[src/rtl/uart_pkg.sv]
// Shared UART definitions: FSM state encodings and parity-type constants,
// used by both the transmitter and the receiver.
package uart_pkg;

  localparam logic [2:0] ST_IDLE   = 3'd0;
  localparam logic [2:0] ST_START  = 3'd1;
  localparam logic [2:0] ST_DATA   = 3'd2;
  localparam logic [2:0] ST_PARITY = 3'd3;
  localparam logic [2:0] ST_STOP   = 3'd4;

  localparam logic PAR_EVEN = 1'b0;
  localparam logic PAR_ODD  = 1'b1;

  typedef enum logic [2:0] {
    IDLE   = ST_IDLE,
    START  = ST_START,
    DATA   = ST_DATA,
    PARITY = ST_PARITY,
    STOP   = ST_STOP
  } uart_state_e;

endpackage

[src/rtl/parity_calc.sv]
// Parity generator shared by transmitter (generation) and receiver (checking).
module parity_calc
  import uart_pkg::*;
#(
  parameter int DATA_WIDTH = 8
) (
  input  logic [DATA_WIDTH-1:0] data,
  input  logic                  par_typ,
  output logic                  par_bit
);

  function automatic logic xor_reduce(input logic [DATA_WIDTH-1:0] v);
    logic acc;
    acc = 1'b0;
    for (int i = 0; i < DATA_WIDTH; i++) begin
      acc = acc ^ v[i];
    end
    return acc;
  endfunction

  // Even parity is the plain XOR; odd parity is its inverse.
  always_comb begin
    par_bit = 1'b0;
    case (par_typ)
      PAR_EVEN: par_bit = xor_reduce(data);
      PAR_ODD:  par_bit = ~xor_reduce(data);
      default:  par_bit = 1'b0;
    endcase
  end

endmodule

[src/rtl/uart_tx.sv]
// UART transmitter: start bit, LSB-first data, optional parity, one stop bit,
// each bit held for max(prescale,1) clocks. tx_out and busy are registered.
module uart_tx
  import uart_pkg::*;
#(
  parameter int DATA_WIDTH     = 8,
  parameter int PRESCALE_WIDTH = 6
) (
  input  logic                      clk,
  input  logic                      rst,
  input  logic [DATA_WIDTH-1:0]     p_data,
  input  logic                      data_valid,
  input  logic                      par_en,
  input  logic                      par_typ,
  input  logic [PRESCALE_WIDTH-1:0] prescale,
  output logic                      tx_out,
  output logic                      busy
);

  localparam int IDX_W = (DATA_WIDTH > 1) ? $clog2(DATA_WIDTH) : 1;
  localparam logic [IDX_W-1:0] IDX_LAST = IDX_W'(DATA_WIDTH - 1);
  localparam logic [PRESCALE_WIDTH-1:0] PS_ONE = PRESCALE_WIDTH'(1);

  uart_state_e               state_q, state_d;
  logic [PRESCALE_WIDTH-1:0] cnt_q, cnt_d;
  logic [PRESCALE_WIDTH-1:0] presc_q, presc_d;
  logic [IDX_W-1:0]          idx_q, idx_d;
  logic [DATA_WIDTH-1:0]     shreg_q, shreg_d;
  logic                      par_en_q, par_en_d;
  logic                      par_bit_q, par_bit_d;
  logic                      tx_q, tx_d;
  logic                      busy_q, busy_d;
  logic                      par_bit_s;
  logic                      bit_end_s;

  parity_calc #(
    .DATA_WIDTH(DATA_WIDTH)
  ) u_parity (
    .data   (p_data),
    .par_typ(par_typ),
    .par_bit(par_bit_s)
  );

  assign bit_end_s = (cnt_q == (presc_q - PS_ONE));

  // State and datapath registers with synchronous reset.
  always_ff @(posedge clk) begin
    if (rst) begin
      state_q   <= IDLE;
      cnt_q     <= {PRESCALE_WIDTH{1'b0}};
      presc_q   <= PS_ONE;
      idx_q     <= {IDX_W{1'b0}};
      shreg_q   <= {DATA_WIDTH{1'b0}};
      par_en_q  <= 1'b0;
      par_bit_q <= 1'b0;
      tx_q      <= 1'b1;
      busy_q    <= 1'b0;
    end else begin
      state_q   <= state_d;
      cnt_q     <= cnt_d;
      presc_q   <= presc_d;
      idx_q     <= idx_d;
      shreg_q   <= shreg_d;
      par_en_q  <= par_en_d;
      par_bit_q <= par_bit_d;
      tx_q      <= tx_d;
      busy_q    <= busy_d;
    end
  end

  // Next-state logic; tx_d carries the value of the bit that starts next cycle.
  always_comb begin
    state_d   = state_q;
    cnt_d     = cnt_q;
    presc_d   = presc_q;
    idx_d     = idx_q;
    shreg_d   = shreg_q;
    par_en_d  = par_en_q;
    par_bit_d = par_bit_q;
    tx_d      = tx_q;
    busy_d    = busy_q;

    case (state_q)
      IDLE: begin
        cnt_d  = {PRESCALE_WIDTH{1'b0}};
        idx_d  = {IDX_W{1'b0}};
        tx_d   = 1'b1;
        busy_d = 1'b0;
        if (data_valid) begin
          state_d   = START;
          shreg_d   = p_data;
          par_en_d  = par_en;
          par_bit_d = par_bit_s;
          presc_d   = (prescale == {PRESCALE_WIDTH{1'b0}}) ? PS_ONE : prescale;
          tx_d      = 1'b0;
          busy_d    = 1'b1;
        end else begin
          state_d = IDLE;
        end
      end

      START: begin
        if (bit_end_s) begin
          cnt_d   = {PRESCALE_WIDTH{1'b0}};
          state_d = DATA;
          idx_d   = {IDX_W{1'b0}};
          tx_d    = shreg_q[0];
          shreg_d = shreg_q >> 1;
        end else begin
          cnt_d = cnt_q + PS_ONE;
        end
      end

      DATA: begin
        if (bit_end_s) begin
          cnt_d = {PRESCALE_WIDTH{1'b0}};
          if (idx_q == IDX_LAST) begin
            if (par_en_q) begin
              state_d = PARITY;
              tx_d    = par_bit_q;
            end else begin
              state_d = STOP;
              tx_d    = 1'b1;
            end
          end else begin
            idx_d   = idx_q + IDX_W'(1);
            tx_d    = shreg_q[0];
            shreg_d = shreg_q >> 1;
          end
        end else begin
          cnt_d = cnt_q + PS_ONE;
        end
      end

      PARITY: begin
        if (bit_end_s) begin
          cnt_d   = {PRESCALE_WIDTH{1'b0}};
          state_d = STOP;
          tx_d    = 1'b1;
        end else begin
          cnt_d = cnt_q + PS_ONE;
        end
      end

      STOP: begin
        if (bit_end_s) begin
          cnt_d   = {PRESCALE_WIDTH{1'b0}};
          state_d = IDLE;
          tx_d    = 1'b1;
          busy_d  = 1'b0;
        end else begin
          cnt_d = cnt_q + PS_ONE;
        end
      end

      default: begin
        state_d = IDLE;
        cnt_d   = {PRESCALE_WIDTH{1'b0}};
        tx_d    = 1'b1;
        busy_d  = 1'b0;
      end
    endcase
  end

  assign tx_out = tx_q;
  assign busy   = busy_q;

endmodule

[config.mk]
export PLATFORM = sky130hd
export DESIGN_NAME = uart_tx
export DESIGN_NICKNAME = d
export VERILOG_FILES = /design/src/rtl/uart_pkg.sv /design/src/rtl/parity_calc.sv /design/src/rtl/uart_tx.sv
export SDC_FILE = /design/constraint.sdc
export NUM_CORES = 1
export LEC_CHECK = 0
export BUFFER_PORTS_ARGS = -buffer_cell sky130_fd_sc_hd__buf_2
export CAP_MARGIN = 5
export CORE_MARGIN = 10
export CORE_UTILIZATION = 57
export CTS_CLUSTER_DIAMETER = 150
export DETAILED_ROUTE_END_ITERATION = 10
export MAX_ROUTING_LAYER = met4
export PLACE_DENSITY = 0.82
export SLEW_MARGIN = 20
export SYNTH_ARGS = -nofsm -noshare
export SYNTH_HDL_FRONTEND = slang
export SYNTH_SLANG_ARGS = --single-unit
[constraint.sdc]
create_clock -name clk -period 2.5 [get_ports clk]
set_input_delay 0.125 -clock clk [delete_from_list [all_inputs] [get_ports clk]]
set_output_delay 0.125 -clock clk [all_outputs]
set_load 0.01 [all_outputs]
==> load_flow_metrics.sql, run 1 <==
INSERT INTO impl_metrics (metric_group, metric, value, unit) VALUES
('power_and_ir_drop', 'power_frac_clock', '0.146', ''),
('critical_path', 'worst_path_largest_cell_delay', '0.49', 'ns'),
('synth', 'ys.flop_type', 'sky130_fd_sc_hd__dfxtp_1', ''),
('final_layout', 'final_core_util', '0.6583', ''),
('critical_path', 'critPathTopFamily', 'compound AO/OA/AOI/OAI gates', ''),
('critical_path', 'timing.critical_path.required', '2.78', 'ns'),
('power_and_ir_drop', 'powerDensity', '1039', 'nW/um2'),
('run', 'maxCapViolations', '0', ''),
('floorplan', 'die_area', '5795', 'um2'),
('sta', 'final-max-slew-violation-count', '0', ''),
('synth', 'net_count_after_synthesis', '224', ''),
('floorplan', 'ioPinCount', '21', ''),
('synth', 'synth-warning-count', '0', ''),
('power_and_ir_drop', 'combinationalPowerShare', '0.509', ''),
('floorplan', 'floorplan.core_area', '3028', 'um2'),
('power_and_ir_drop', 'netSwitchingPower', '0.8527', 'mW'),
('hold_path', 'hold_path_class', 'input port to flip-flop', ''),
('grt', 'overflow', '0', ''),
('final_layout', 'mostFrequentLayoutCell', 'sky130_fd_sc_hd__dfxtp_1', ''),
('drt', 'first_drt_pass_iteration_count', '4', ''),
('synth', 'synth_cell_type_count', '48', ''),
('sta', 'fin_tns_setup', '0', 'ns'),
('sta', 'rsz0062_at_grt', 'false', ''),
('power_and_ir_drop', 'cellLeakagePower', '0.7499', 'nW'),
('sta', 'report.final.setup_viol', '0', ''),
('synth', 'synth-xor-area-share', '0.1024', ''),
('synth', 'mappedNetlistArea', '1795', 'um2'),
('cts', 'worstSkewPairLatency', '0.34', 'ns'),
('final_layout', 'nFillCells', '263', ''),
('cts', 'cts_resized', '0', ''),
('final_layout', 'antenna_cells_inserted', '0', ''),
('synth', 'synth-seq-area-share', '0.3345', ''),
('final_layout', 'nNetsFinal', '244', ''),
('sta', 'finalHoldViolations', '0', ''),
('sta', 'timing.fmax', '450.9', 'MHz'),
('power_and_ir_drop', 'totalPowerFinal', '2.070', 'mW'),
('critical_path', 'cp_max_fo', '8', ''),
('synth', 'synth.mux.area_fraction', '0.06690', ''),
('cts', 'number_of_setup_buffers_added_after_cts', '0', ''),
('critical_path', 'end_kind', 'flip-flop', ''),
('grt', 'track_usage', '0.1320', ''),
('critical_path', 'crit_slowest_cell', 'sky130_fd_sc_hd__or3b_2', ''),
('cts', 'tritoncts', 'yes', ''),
('final_layout', 'area.sequential', '600.6', 'um2'),
('grt', 'antenna_found_initial', '0', ''),
('cts', 'clock-root-buffer', 'sky130_fd_sc_hd__clkbuf_4', ''),
('placed_design', 'io_buffer_count', '20', ''),
('final_layout', 'mostFrequentLayoutCells', 'sky130_fd_sc_hd__dfxtp_1 (30), sky130_fd_sc_hd__buf_2 (20), sky130_fd_sc_hd__nand2_1 (17)', ''),
('synth', 'ys_ff_latch', '30', ''),
('power_and_ir_drop', 'p_sw_frac', '0.4119', ''),
('drt', 'vias', '1506', ''),
('drt', 'total_length_of_routed_wires', '3621', 'um'),
('synth', 'synth-adder-area-share', '0.02787', ''),
('final_layout', 'layout-drive-gt1-share', '0.2207', ''),
('run_status', 'outcome', 'complete, no violations', ''),
('final_layout', 'areaGrowthSynthToFinish', '11.01', '%'),
('synth', 'synth_async_sr_flop_share', '0', ''),
('floorplan', 'initial_utilization', '0.5930', ''),
('sta', 'finalWorstPathRequiredPeriod', '2.218', 'ns'),
('synth', 'synth-compound-area-share', '0.2390', ''),
('placed_design', 'gp_routability_congestion', '0.8494', ''),
('drt', 'drcViolationCount', '0', ''),
('power_and_ir_drop', 'seqPwrFrac', '0.345', ''),
('cts', 'ctsHoldBuffers', '0', ''),
('cts', 'cts.path.max_buffers', '2', ''),
('sta', 'fin_crit_sh', '0.8871', ''),
('sta', 'maxSlewHeadroom', '0.6455', ''),
('cts', 'clock_tree.htree_level_count', '2', ''),
('critical_path', 'setup.worst_path.class', 'flip-flop to flip-flop', ''),
('sta', 'tightest_slew', '0.5318', 'ns'),
('sta', 'clock_skew', '0.01491', 'ns');
==> power by group through the flow <==
stage	Combinational [mW]	Sequential [mW]	Clock [mW]
floorplan	0.878	0.686	0
global placement	1.04	0.719	0
detailed placement	1.05	0.723	0
CTS	1.06	0.712	0.307
global route	1.17	0.736	0.324
finish	1.05	0.714	0.301
==> metrics by stage <==
stage	std cells	cell area [um2]	setup slack (ns)
6_report	266	1993	0.2822
3_3_place_gp	258	1933	0.3197
4_1_cts	266	1993	0.2639
2_1_floorplan	201	1795	0.3896
3_5_place_dp	258	1933	0.2725
5_1_grt	266	1993	0.1101
==> logic make-up (layout without fill, tap and decap cells) <==
logic type | Yosys count | in the layout
buffers and inverters | 19 | 40
DFF | 30 | 30
muxes | 12 | 12
adders and majority gates | 4 | 4
AOI/OAI and AO/OA | 50 | 50
and+or+nand+nor | 65 | 65
xor gates and xnor gates | 21 | 21
==> per-layer routing <==
layer | vias to the layer above | wire (um) | share of wire | track usage
met4 | 0 | 76 | 0.021 | 0.06134
met1 | 703 | 1677 | 0.46 | 0.1512
li1 | 763 | - | - | -
met2 | 33 | 1667 | 0.46 | 0.2075
met3 | 7 | 200 | 0.055 | 0.03892
met5 | - | 0 | 0 | -
==> worst reg2reg max path: cells and delay by family, from the launching register on <==
| kind | cells | cell delay [ns] |
|---|---|---|
| AO/OA/AOI/OAI | 2 | 0.71 |
| AND/OR/NAND/NOR | 1 | 0.49 |
| adder cells (fa/ha/maj) | 2 | 0.42 |
| flip-flops | 1 | 0.32 |
| multiplexers | 1 | 0.22 |
==> worst paths after layout <==
kind / start / to / slack (ns) / cells past startpoint
max: idx_q[0]$_SDFFE_PP0P_ / shreg_q[7]$_SDFFE_PP0P_ / 0.28 / 6
min: par_en / par_en_q$_SDFFE_PP0P_ / 0.02 / 3
max reg2reg: idx_q[0]$_SDFFE_PP0P_ / shreg_q[7]$_SDFFE_PP0P_ / 0.28 / 6
min reg2reg: shreg_q[7]$_SDFFE_PP0P_ / shreg_q[7]$_SDFFE_PP0P_ / 0.48 / 2
==> synth_stat cells, types with 2 or more instances <==
cell | count | area share
sky130_fd_sc_hd__nor4_1 | 2 | 0.0070
sky130_fd_sc_hd__clkbuf_1 | 9 | 0.019
sky130_fd_sc_hd__a31oi_1 | 2 | 0.0070
sky130_fd_sc_hd__a21o_1 | 2 | 0.0084
sky130_fd_sc_hd__nand2b_1 | 7 | 0.024
sky130_fd_sc_hd__o211ai_1 | 2 | 0.0084
sky130_fd_sc_hd__a211oi_1 | 7 | 0.029
sky130_fd_sc_hd__and3_1 | 2 | 0.0070
sky130_fd_sc_hd__mux2i_1 | 12 | 0.067
sky130_fd_sc_hd__ha_1 | 4 | 0.028
sky130_fd_sc_hd__nand3b_1 | 5 | 0.021
sky130_fd_sc_hd__nor3_1 | 3 | 0.0084
sky130_fd_sc_hd__buf_2 | 2 | 0.0056
sky130_fd_sc_hd__dfxtp_1 | 30 | 0.33
sky130_fd_sc_hd__o21ai_0 | 2 | 0.0056
sky130_fd_sc_hd__nand2_1 | 17 | 0.036
sky130_fd_sc_hd__a211oi_2 | 7 | 0.049
sky130_fd_sc_hd__a21oi_1 | 10 | 0.028
sky130_fd_sc_hd__o31ai_1 | 2 | 0.0084
sky130_fd_sc_hd__inv_1 | 6 | 0.013
sky130_fd_sc_hd__xnor2_1 | 15 | 0.073
sky130_fd_sc_hd__nor2_1 | 15 | 0.031
sky130_fd_sc_hd__xor2_1 | 6 | 0.029
sky130_fd_sc_hd__o2111ai_1 | 2 | 0.0098
sky130_fd_sc_hd__nand3_1 | 7 | 0.020
==> layout make-up <==
type | count | area share
Inverter | 7 | 0.01318
Tap cell | 44 | 0.02762
Sequential cell | 30 | 0.3013
Timing Repair Buffer | 25 | 0.06905
Clock inverter | 1 | 0.002511
Clock buffer | 7 | 0.02762
Multi-Input combinational cell | 152 | 0.5587
==> sequential cells by signal (all words and copies together) (netlist names) <==
register	count
busy	1
cnt_q	6
presc_q	6
tx_out	1
state_q	3
par_en_q	1
shreg_q	8
par_bit_q	1
idx_q	3
(Power assumes the default switching activity.)
==> run 2: changes to the inputs <==
--- a/config.mk
+++ b/config.mk
@@ -8,11 +8,11 @@
 export BUFFER_PORTS_ARGS = -buffer_cell sky130_fd_sc_hd__buf_2
 export CAP_MARGIN = 5
 export CORE_MARGIN = 10
-export CORE_UTILIZATION = 57
+export CORE_UTILIZATION = 62
 export CTS_CLUSTER_DIAMETER = 150
 export DETAILED_ROUTE_END_ITERATION = 10
 export MAX_ROUTING_LAYER = met4
-export PLACE_DENSITY = 0.82
+export PLACE_DENSITY = 0.84
 export SLEW_MARGIN = 20
 export SYNTH_ARGS = -nofsm -noshare
 export SYNTH_HDL_FRONTEND = slang
==> constraint.sdc (replaced) <==
create_clock -name clk -period 2.85 [get_ports clk]
set_input_delay 0.1425 -clock clk [delete_from_list [all_inputs] [get_ports clk]]
set_output_delay 0.1425 -clock clk [all_outputs]
set_load 0.01 [all_outputs]
==> run 2 against run 1 <==
Net effect:
- via count up 0.53%
- non-clock buffer count down 4
- first-iteration DRC count up 22%
- critical path depth is the same
- design area down 2.3%
- clock skew fell by 0.0098 ns
- combinational power down 16%
- sequential share of layout area is 0.72 points higher
- global-route usage increased by 2.8 points
- critical endpoint unchanged
- largest cell class unchanged
- highest routed layer unchanged
==> load_flow_metrics.sql, run 2 (same netlist as run 1, synthesis figures left out) <==
INSERT INTO impl_metrics (metric_group, metric, value, unit) VALUES
('run_status', 'outcome', 'complete, no violations', ''),
('critical_path', 'r2r_setup_slack', '0.40', 'ns'),
('sta', 'rsz0062_at_grt', 'false', ''),
('critical_path', 'timing.critical_path.depth', '6', ''),
('final_layout', 'layout-drive-gt1-share', '0.2064', ''),
('cts', 'cts.path.max_buffers', '2', ''),
('drt', 'per_cell_via_count_in_the_routed_design', '6.080', ''),
('placed_design', 'dpl_hpwl', '3048', 'um'),
('drt', 'average_wire_length_per_cell_after_detail_routing', '15.68', 'um'),
('cts', 'tritoncts', 'yes', ''),
('cts', 'worstSkewPairLatency', '0.32', 'ns'),
('critical_path', 'crit_end', 'shreg_q[7]$_SDFFE_PP0P_', ''),
('power_and_ir_drop', 'seqPwrFrac', '0.359', ''),
('critical_path', 'r2r_end', 'shreg_q[7]$_SDFFE_PP0P_', ''),
('sta', 'tightest_slew', '0.6212', 'ns'),
('final_layout', 'layout.cell_area.non_filler', '1947', 'um2'),
('grt', 'antenna_found_initial', '0', ''),
('final_layout', 'mostFrequentLayoutCells', 'sky130_fd_sc_hd__dfxtp_1 (30), sky130_fd_sc_hd__buf_2 (20), sky130_fd_sc_hd__nand2_1 (17)', ''),
('critical_path', 'worst_r2r_startpoint', 'idx_q[0]$_SDFFE_PP0P_', ''),
('critical_path', 'worstRegToRegCells', '6', ''),
('floorplan', 'ioPinCount', '21', ''),
('placed_design', 'place_area', '1887', 'um2'),
('placed_design', 'io_buffer_count', '20', ''),
('drt', 'detail_route.iter0.violations', '105', ''),
('critical_path', 'crit_path_start_kind', 'flip-flop', ''),
('cts', 'number_of_setup_buffers_added_after_cts', '0', ''),
('cts', 'clk_pin_slew', '0.09', 'ns'),
('grt', 'globalRoute.busiestLayer', 'met2', ''),
('hold_path', 'hold_start', 'prescale[1]', ''),
('critical_path', 'critPathBufInv', '0', ''),
('power_and_ir_drop', 'p_sw_frac', '0.4229', ''),
('sta', 'maxSlewHeadroom', '0.5858', ''),
('critical_path', 'setup.worst_path.class', 'flip-flop to flip-flop', ''),
('grt', 'first_global_vias', '1502', ''),
('floorplan', 'die-height', '73.82', 'um'),
('sta', 'timing.fmax', '407.4', 'MHz'),
('critical_path', 'crit_path_cell_trace', 'ha_1, ha_1, or3b_2, a221oi_4, a21o_1, mux2i_1', ''),
('final_layout', 'reg_top3', 'shreg_q (8), cnt_q (6), presc_q (6)', ''),
('sta', 'finalHoldViolations', '0', ''),
('critical_path', 'end_kind', 'flip-flop', ''),
('cts', 'cts-buffers-inserted', '5', ''),
('sta', 'report.final.setup_viol', '0', ''),
('final_layout', 'finalNonFillerCells', '249', ''),
('power_and_ir_drop', 'internal_power', '1.030', 'mW'),
('final_layout', 'nNetsFinal', '240', ''),
('floorplan', 'fp.dieW', '73.82', 'um'),
('power_and_ir_drop', 'cellLeakagePower', '0.7294', 'nW'),
('cts', 'cts_resized', '0', ''),
('power_and_ir_drop', 'worst_ir_drop_vdd', '0.6349', 'mV'),
('grt', 'met3_usage', '0.05518', ''),
('drt', 'vias', '1514', ''),
('sta', 'clock_skew', '0.005101', 'ns'),
('placed_design', 'gp_routability_congestion', '0.9082', ''),
('grt', 'overflow', '0', ''),
('critical_path', 'timing.critical_path.mode_cell', 'sky130_fd_sc_hd__ha_1', ''),
('floorplan', 'row_count', '19', ''),
('drt', 'first_drt_pass_iteration_count', '4', ''),
('final_layout', 'mostFrequentLayoutCell', 'sky130_fd_sc_hd__dfxtp_1', ''),
('power_and_ir_drop', 'combinationalPowerShare', '0.495', ''),
('cts', 'cts.sinks', '30', ''),
('drt', 'drcViolationCount', '0', ''),
('grt', 'met1_usage', '0.1805', ''),
('critical_path', 'timing.critical_path.required', '3.10', 'ns'),
('floorplan', 'floorplan.core_area', '2758', 'um2'),
('power_and_ir_drop', 'totalPowerFinal', '1.784', 'mW'),
('grt', 'grt_max_degree', '30', ''),
('power_and_ir_drop', 'power_frac_clock', '0.146', ''),
('cts', 'clock_tree.htree_level_count', '2', ''),
('power_and_ir_drop', 'netSwitchingPower', '0.7545', 'mW'),
('drt', 'total_length_of_routed_wires', '3904', 'um'),
('sta', 'fin_tns_setup', '0', 'ns'),
('sta', 'final-max-slew-violation-count', '0', ''),
('final_layout', 'max_flop_register', 'shreg_q', ''),
('floorplan', 'die_area', '5449', 'um2'),
('final_layout', 'antenna_cells_inserted', '0', ''),
('run', 'maxCapViolations', '0', ''),
('sta', 'finalWorstPathRequiredPeriod', '2.455', 'ns'),
('critical_path', 'crit_slowest_cell', 'sky130_fd_sc_hd__or3b_2', ''),
('final_layout', 'areaGrowthSynthToFinish', '8.432', '%'),
('placed_design', 'place_inst', '241', ''),
('floorplan', 'initial_utilization', '0.6511', ''),
('critical_path', 'cp_max_fo', '8', ''),
('cts', 'clock-root-buffer', 'sky130_fd_sc_hd__clkbuf_4', ''),
('critical_path', 'cp.arrival', '2.71', 'ns'),
('critical_path', 'worst_path_largest_cell_delay', '0.50', 'ns'),
('final_layout', 'largest_register_ffs', '8', ''),
('critical_path', 'critPathTopFamily', 'compound AO/OA/AOI/OAI gates', ''),
('hold_path', 'hold_path_class', 'input port to flip-flop', ''),
('cts', 'ctsHoldBuffers', '0', ''),
('grt', 'gr-usage-met2', '0.2623', ''),
('power_and_ir_drop', 'powerDensity', '916.3', 'nW/um2'),
('sta', 'fin_crit_sh', '0.8613', ''),
('grt', 'track_usage', '0.1603', ''),
('grt', 'grt_pass1_wl', '6789', 'um'),
('drt', 'detail-route-antenna-nets', '0', ''),
('critical_path', 'crit_start', 'idx_q[0]$_SDFFE_PP0P_', '');
run 2: how the worst min path moves through the flow:
stage                              end  slack (ns)  cells past startpoint
4_1_cts        presc_q[1]$_SDFFE_PP0P_        0.06                      3
3_3_place_gp     par_en_q$_SDFFE_PP0P_        0.39                      3
6_report       presc_q[1]$_SDFFE_PP0P_        0.06                      3
3_5_place_dp   presc_q[1]$_SDFFE_PP0P_        0.40                      3
2_1_floorplan    par_en_q$_SDFFE_PP0P_        0.28                      2
5_1_grt        presc_q[1]$_SDFFE_PP0P_        0.06                      3
run 2: power groups by stage:
stage / registers [mW] / logic, mW / clock network (mW)
4_1_cts: 0.639 / 0.884 / 0.265
6_report: 0.641 / 0.884 / 0.260
2_1_floorplan: 0.601 / 0.770 / 0
5_1_grt: 0.654 / 0.980 / 0.287
3_5_place_dp: 0.648 / 0.883 / 0
3_3_place_gp: 0.638 / 0.842 / 0
run 2: per-stage QoR:
step           utilization  hold slack (ns)  setup WS (ns)
2_1_floorplan            -           0.2785         0.7396
3_3_place_gp        0.6842           0.3911         0.5222
3_5_place_dp        0.6842           0.4012         0.4076
4_1_cts             0.7060          0.05735         0.3903
5_1_grt             0.7060          0.05851         0.2527
6_report            0.7060          0.06373         0.3953
run 2: layout make-up:
cell class | instances | area (um2)
multi-input combinational | 152 | 1114
clock buffer | 7 | 55.05
clock inverter | 1 | 5.005
timing repair buffer | 21 | 107.6
tap | 31 | 38.79
sequential | 30 | 600.6
fill | 238 | 810.8
inverter | 7 | 26.28
run 2: tightest hold or removal path: cells and delay by family:
family,cells,cell delay (ns)
buffers and inverters,1,0.10
AOI/OAI and AO/OA,1,0.05
and+or+nand+nor,1,0.05
run 2: layer usage:
metal	part of all wire	vias to the layer above
met1	0.43	713
met2	0.51	40
met3	0.055	4
met5	0	-
met4	0.0074	0
li1	-	757
==> run 3: changes to the inputs <==
--- a/config.mk
+++ b/config.mk
@@ -8,11 +8,11 @@
 export BUFFER_PORTS_ARGS = -buffer_cell sky130_fd_sc_hd__buf_2
 export CAP_MARGIN = 5
 export CORE_MARGIN = 10
-export CORE_UTILIZATION = 62
+export CORE_UTILIZATION = 40
 export CTS_CLUSTER_DIAMETER = 150
 export DETAILED_ROUTE_END_ITERATION = 10
 export MAX_ROUTING_LAYER = met4
-export PLACE_DENSITY = 0.84
+export PLACE_DENSITY = 0.58
 export SLEW_MARGIN = 20
 export SYNTH_ARGS = -nofsm -noshare
 export SYNTH_HDL_FRONTEND = slang
==> constraint.sdc (replaced) <==
create_clock -name clk -period 2.5 [get_ports clk]
set_input_delay 0.125 -clock clk [delete_from_list [all_inputs] [get_ports clk]]
set_output_delay 0.125 -clock clk [all_outputs]
set_load 0.01 [all_outputs]
==> run 3 against run 2 <==
Net effect:
- sequential power rose by 12%
- via count fell by 3.2%
- maximum frequency rose by 8.3%
- critical path depth did not move
- count of clock-buffer cells in the layout fell by 1
- highest routed layer unchanged
==> load_flow_metrics.sql, run 3 (same netlist as run 1, synthesis figures left out) <==
INSERT INTO impl_metrics (metric_group, metric, value, unit) VALUES
('final_layout', 'mostFrequentLayoutCell', 'sky130_fd_sc_hd__dfxtp_1', ''),
('critical_path', 'cp_max_fo', '8', ''),
('final_layout', 'areaGrowthSynthToFinish', '12.82', '%'),
('sta', 'maxSlewHeadroom', '0.6185', ''),
('sta', 'timing.fmax', '441.1', 'MHz'),
('final_layout', 'antenna_cells_inserted', '0', ''),
('grt', 'first_global_vias', '1294', ''),
('cts', 'cts_resized', '0', ''),
('floorplan', 'die_area', '7568', 'um2'),
('critical_path', 'setup.worst_path.class', 'flip-flop to flip-flop', ''),
('drt', 'per_cell_via_count_in_the_routed_design', '5.386', ''),
('cts', 'cts-buffers-inserted', '5', ''),
('run', 'maxCapViolations', '0', ''),
('sta', 'fin_tns_setup', '0', 'ns'),
('cts', 'number_of_setup_buffers_added_after_cts', '0', ''),
('cts', 'clock_tree.htree_level_count', '2', ''),
('sta', 'final-max-slew-violation-count', '0', ''),
('critical_path', 'timing.critical_path.mode_cell', 'sky130_fd_sc_hd__ha_1', ''),
('hold_path', 'hold-path-endpoint', 'par_en_q$_SDFFE_PP0P_', ''),
('grt', 'track_usage', '0.1038', ''),
('critical_path', 'worst_r2r_startpoint', 'idx_q[0]$_SDFFE_PP0P_', ''),
('critical_path', 'critPathBufInv', '0', ''),
('critical_path', 'r2r_end', 'shreg_q[7]$_SDFFE_PP0P_', ''),
('grt', 'antenna_found_initial', '0', ''),
('critical_path', 'critPathTopFamily', 'compound AO/OA/AOI/OAI gates', ''),
('critical_path', 'timing.critical_path.required', '2.71', 'ns'),
('placed_design', 'dpl_hpwl', '2880', 'um'),
('sta', 'clock_skew', '0.004324', 'ns'),
('critical_path', 'cp.arrival', '2.47', 'ns'),
('final_layout', 'final_core_util', '0.4652', ''),
('sta', 'rsz0062_at_grt', 'false', ''),
('cts', 'worstSkewPairLatency', '0.27', 'ns'),
('cts', 'clk_pin_slew', '0.06', 'ns'),
('floorplan', 'fp.dieW', '87.00', 'um'),
('final_layout', 'mostFrequentLayoutCells', 'sky130_fd_sc_hd__dfxtp_1 (30), sky130_fd_sc_hd__buf_2 (20), sky130_fd_sc_hd__nand2_1 (17)', ''),
('sta', 'finalWorstPathRequiredPeriod', '2.267', 'ns'),
('cts', 'cts.sinks', '30', ''),
('cts', 'ctsHoldBuffers', '0', ''),
('placed_design', 'gp_routability_congestion', '0.7771', ''),
('final_layout', 'largest_register_ffs', '8', ''),
('critical_path', 'worst_path_largest_cell_delay', '0.50', 'ns'),
('critical_path', 'crit_path_start_kind', 'flip-flop', ''),
('power_and_ir_drop', 'cellLeakagePower', '0.7577', 'nW'),
('final_layout', 'nNetsFinal', '244', ''),
('sta', 'postLayoutSetupSlackWorst', '0.2329', 'ns'),
('drt', 'detail_route.iter0.violations', '43', ''),
('final_layout', 'max_flop_register', 'shreg_q', ''),
('sta', 'finalHoldViolations', '0', ''),
('grt', 'grt_pass1_wl', '6230', 'um'),
('critical_path', 'r2r_setup_slack', '0.23', 'ns'),
('power_and_ir_drop', 'worst_ir_drop_vdd', '0.2989', 'mV'),
('floorplan', 'ioPinCount', '21', ''),
('hold_path', 'hold_path_class', 'input port to flip-flop', ''),
('cts', 'tritoncts', 'yes', ''),
('drt', 'detail-route-antenna-nets', '0', ''),
('critical_path', 'crit_path_cell_trace', 'ha_1, ha_1, or3b_2, a221oi_4, a21o_1, mux2i_1', ''),
('drt', 'first_drt_pass_iteration_count', '4', ''),
('hold_path', 'hold_start', 'par_en', ''),
('floorplan', 'row_count', '24', ''),
('final_layout', 'nFillCells', '432', ''),
('final_layout', 'reg_top3', 'shreg_q (8), cnt_q (6), presc_q (6)', ''),
('critical_path', 'crit_slowest_cell', 'sky130_fd_sc_hd__or3b_2', ''),
('drt', 'vias', '1465', ''),
('sta', 'fin_crit_sh', '0.9068', ''),
('placed_design', 'io_buffer_count', '20', ''),
('drt', 'drcViolationCount', '0', ''),
('sta', 'report.final.setup_viol', '0', ''),
('power_and_ir_drop', 'powerDensity', '1063', 'nW/um2'),
('drt', 'total_length_of_routed_wires', '3846', 'um'),
('critical_path', 'end_kind', 'flip-flop', ''),
('cts', 'cts.path.max_buffers', '2', ''),
('floorplan', 'floorplan.core_area', '4354', 'um2'),
('floorplan', 'die-height', '87.00', 'um'),
('hold_path', 'min_delay_path_depth', '3', ''),
('grt', 'grt_max_degree', '30', ''),
('cts', 'clock-root-buffer', 'sky130_fd_sc_hd__clkbuf_8', ''),
('critical_path', 'worstRegToRegCells', '6', ''),
('grt', 'overflow', '0', ''),
('placed_design', 'place_worst_setup_slack', '0.2640', 'ns'),
('final_layout', 'layout-drive-gt1-share', '0.2182', ''),
('run_status', 'outcome', 'complete, no violations', ''),
('floorplan', 'initial_utilization', '0.4124', ''),
('sta', 'tightest_slew', '0.5722', 'ns'),
('drt', 'average_wire_length_per_cell_after_detail_routing', '14.14', 'um');
run 3: worst reg2reg max path: cells and delay by family, from the launching register on:
family / cells / cell delay [ns]
AO/OA/AOI/OAI: 2 / 0.72
adder cells (fa/ha/maj): 2 / 0.43
flip-flops: 1 / 0.33
multiplexers: 1 / 0.22
AND/OR/NAND/NOR: 1 / 0.50
run 3: through the flow:
step	total power, mW	cell area, um2	hold slack [ns]	cells
floorplan	1.563	1795	0.2610	201
global placement	1.789	1943	0.3757	266
detailed placement	1.788	1943	0.3740	266
CTS	2.176	2026	0.09000	272
global route	2.318	2026	0.1056	272
finish	2.154	2026	0.09286	272
run 3: layout make-up:
cell class | count | area [um2] | area share
tap | 52 | 65.06 | 0.03212
inverter | 7 | 26.28 | 0.01297
sequential | 30 | 600.6 | 0.2965
multi-input combinational | 152 | 1114 | 0.5497
timing repair buffer | 25 | 137.6 | 0.06794
clock buffer | 6 | 82.58 | 0.04077
run 3: power breakdown:
| group | internal [mW] | switching [mW] |
|---|---|---|
| clock | 0.212 | 0.166 |
| sequential | 0.602 | 0.115 |
| combinational | 0.481 | 0.578 |
| total | 1.29 | 0.859 |
run 3: worst max path at each step:
stage | start | end | depth (start not counted)
after floorplan | idx_q[0]$_SDFFE_PP0P_ | shreg_q[7]$_SDFFE_PP0P_ | 7
after global placement | idx_q[0]$_SDFFE_PP0P_ | shreg_q[7]$_SDFFE_PP0P_ | 6
after detailed placement | idx_q[0]$_SDFFE_PP0P_ | shreg_q[7]$_SDFFE_PP0P_ | 6
after CTS | idx_q[0]$_SDFFE_PP0P_ | shreg_q[7]$_SDFFE_PP0P_ | 6
after global routing | idx_q[0]$_SDFFE_PP0P_ | shreg_q[7]$_SDFFE_PP0P_ | 6
final | idx_q[0]$_SDFFE_PP0P_ | shreg_q[7]$_SDFFE_PP0P_ | 6
run 3: layer usage:
metal	part of all wire	track usage	wire, um	up-vias
met2	0.45	0.1552	1721	23
li1	-	-	-	765
met1	0.51	0.1272	1945	675
met4	0.0086	0.03976	33	0
met5	0	-	0	-
met3	0.038	0.03184	145	2
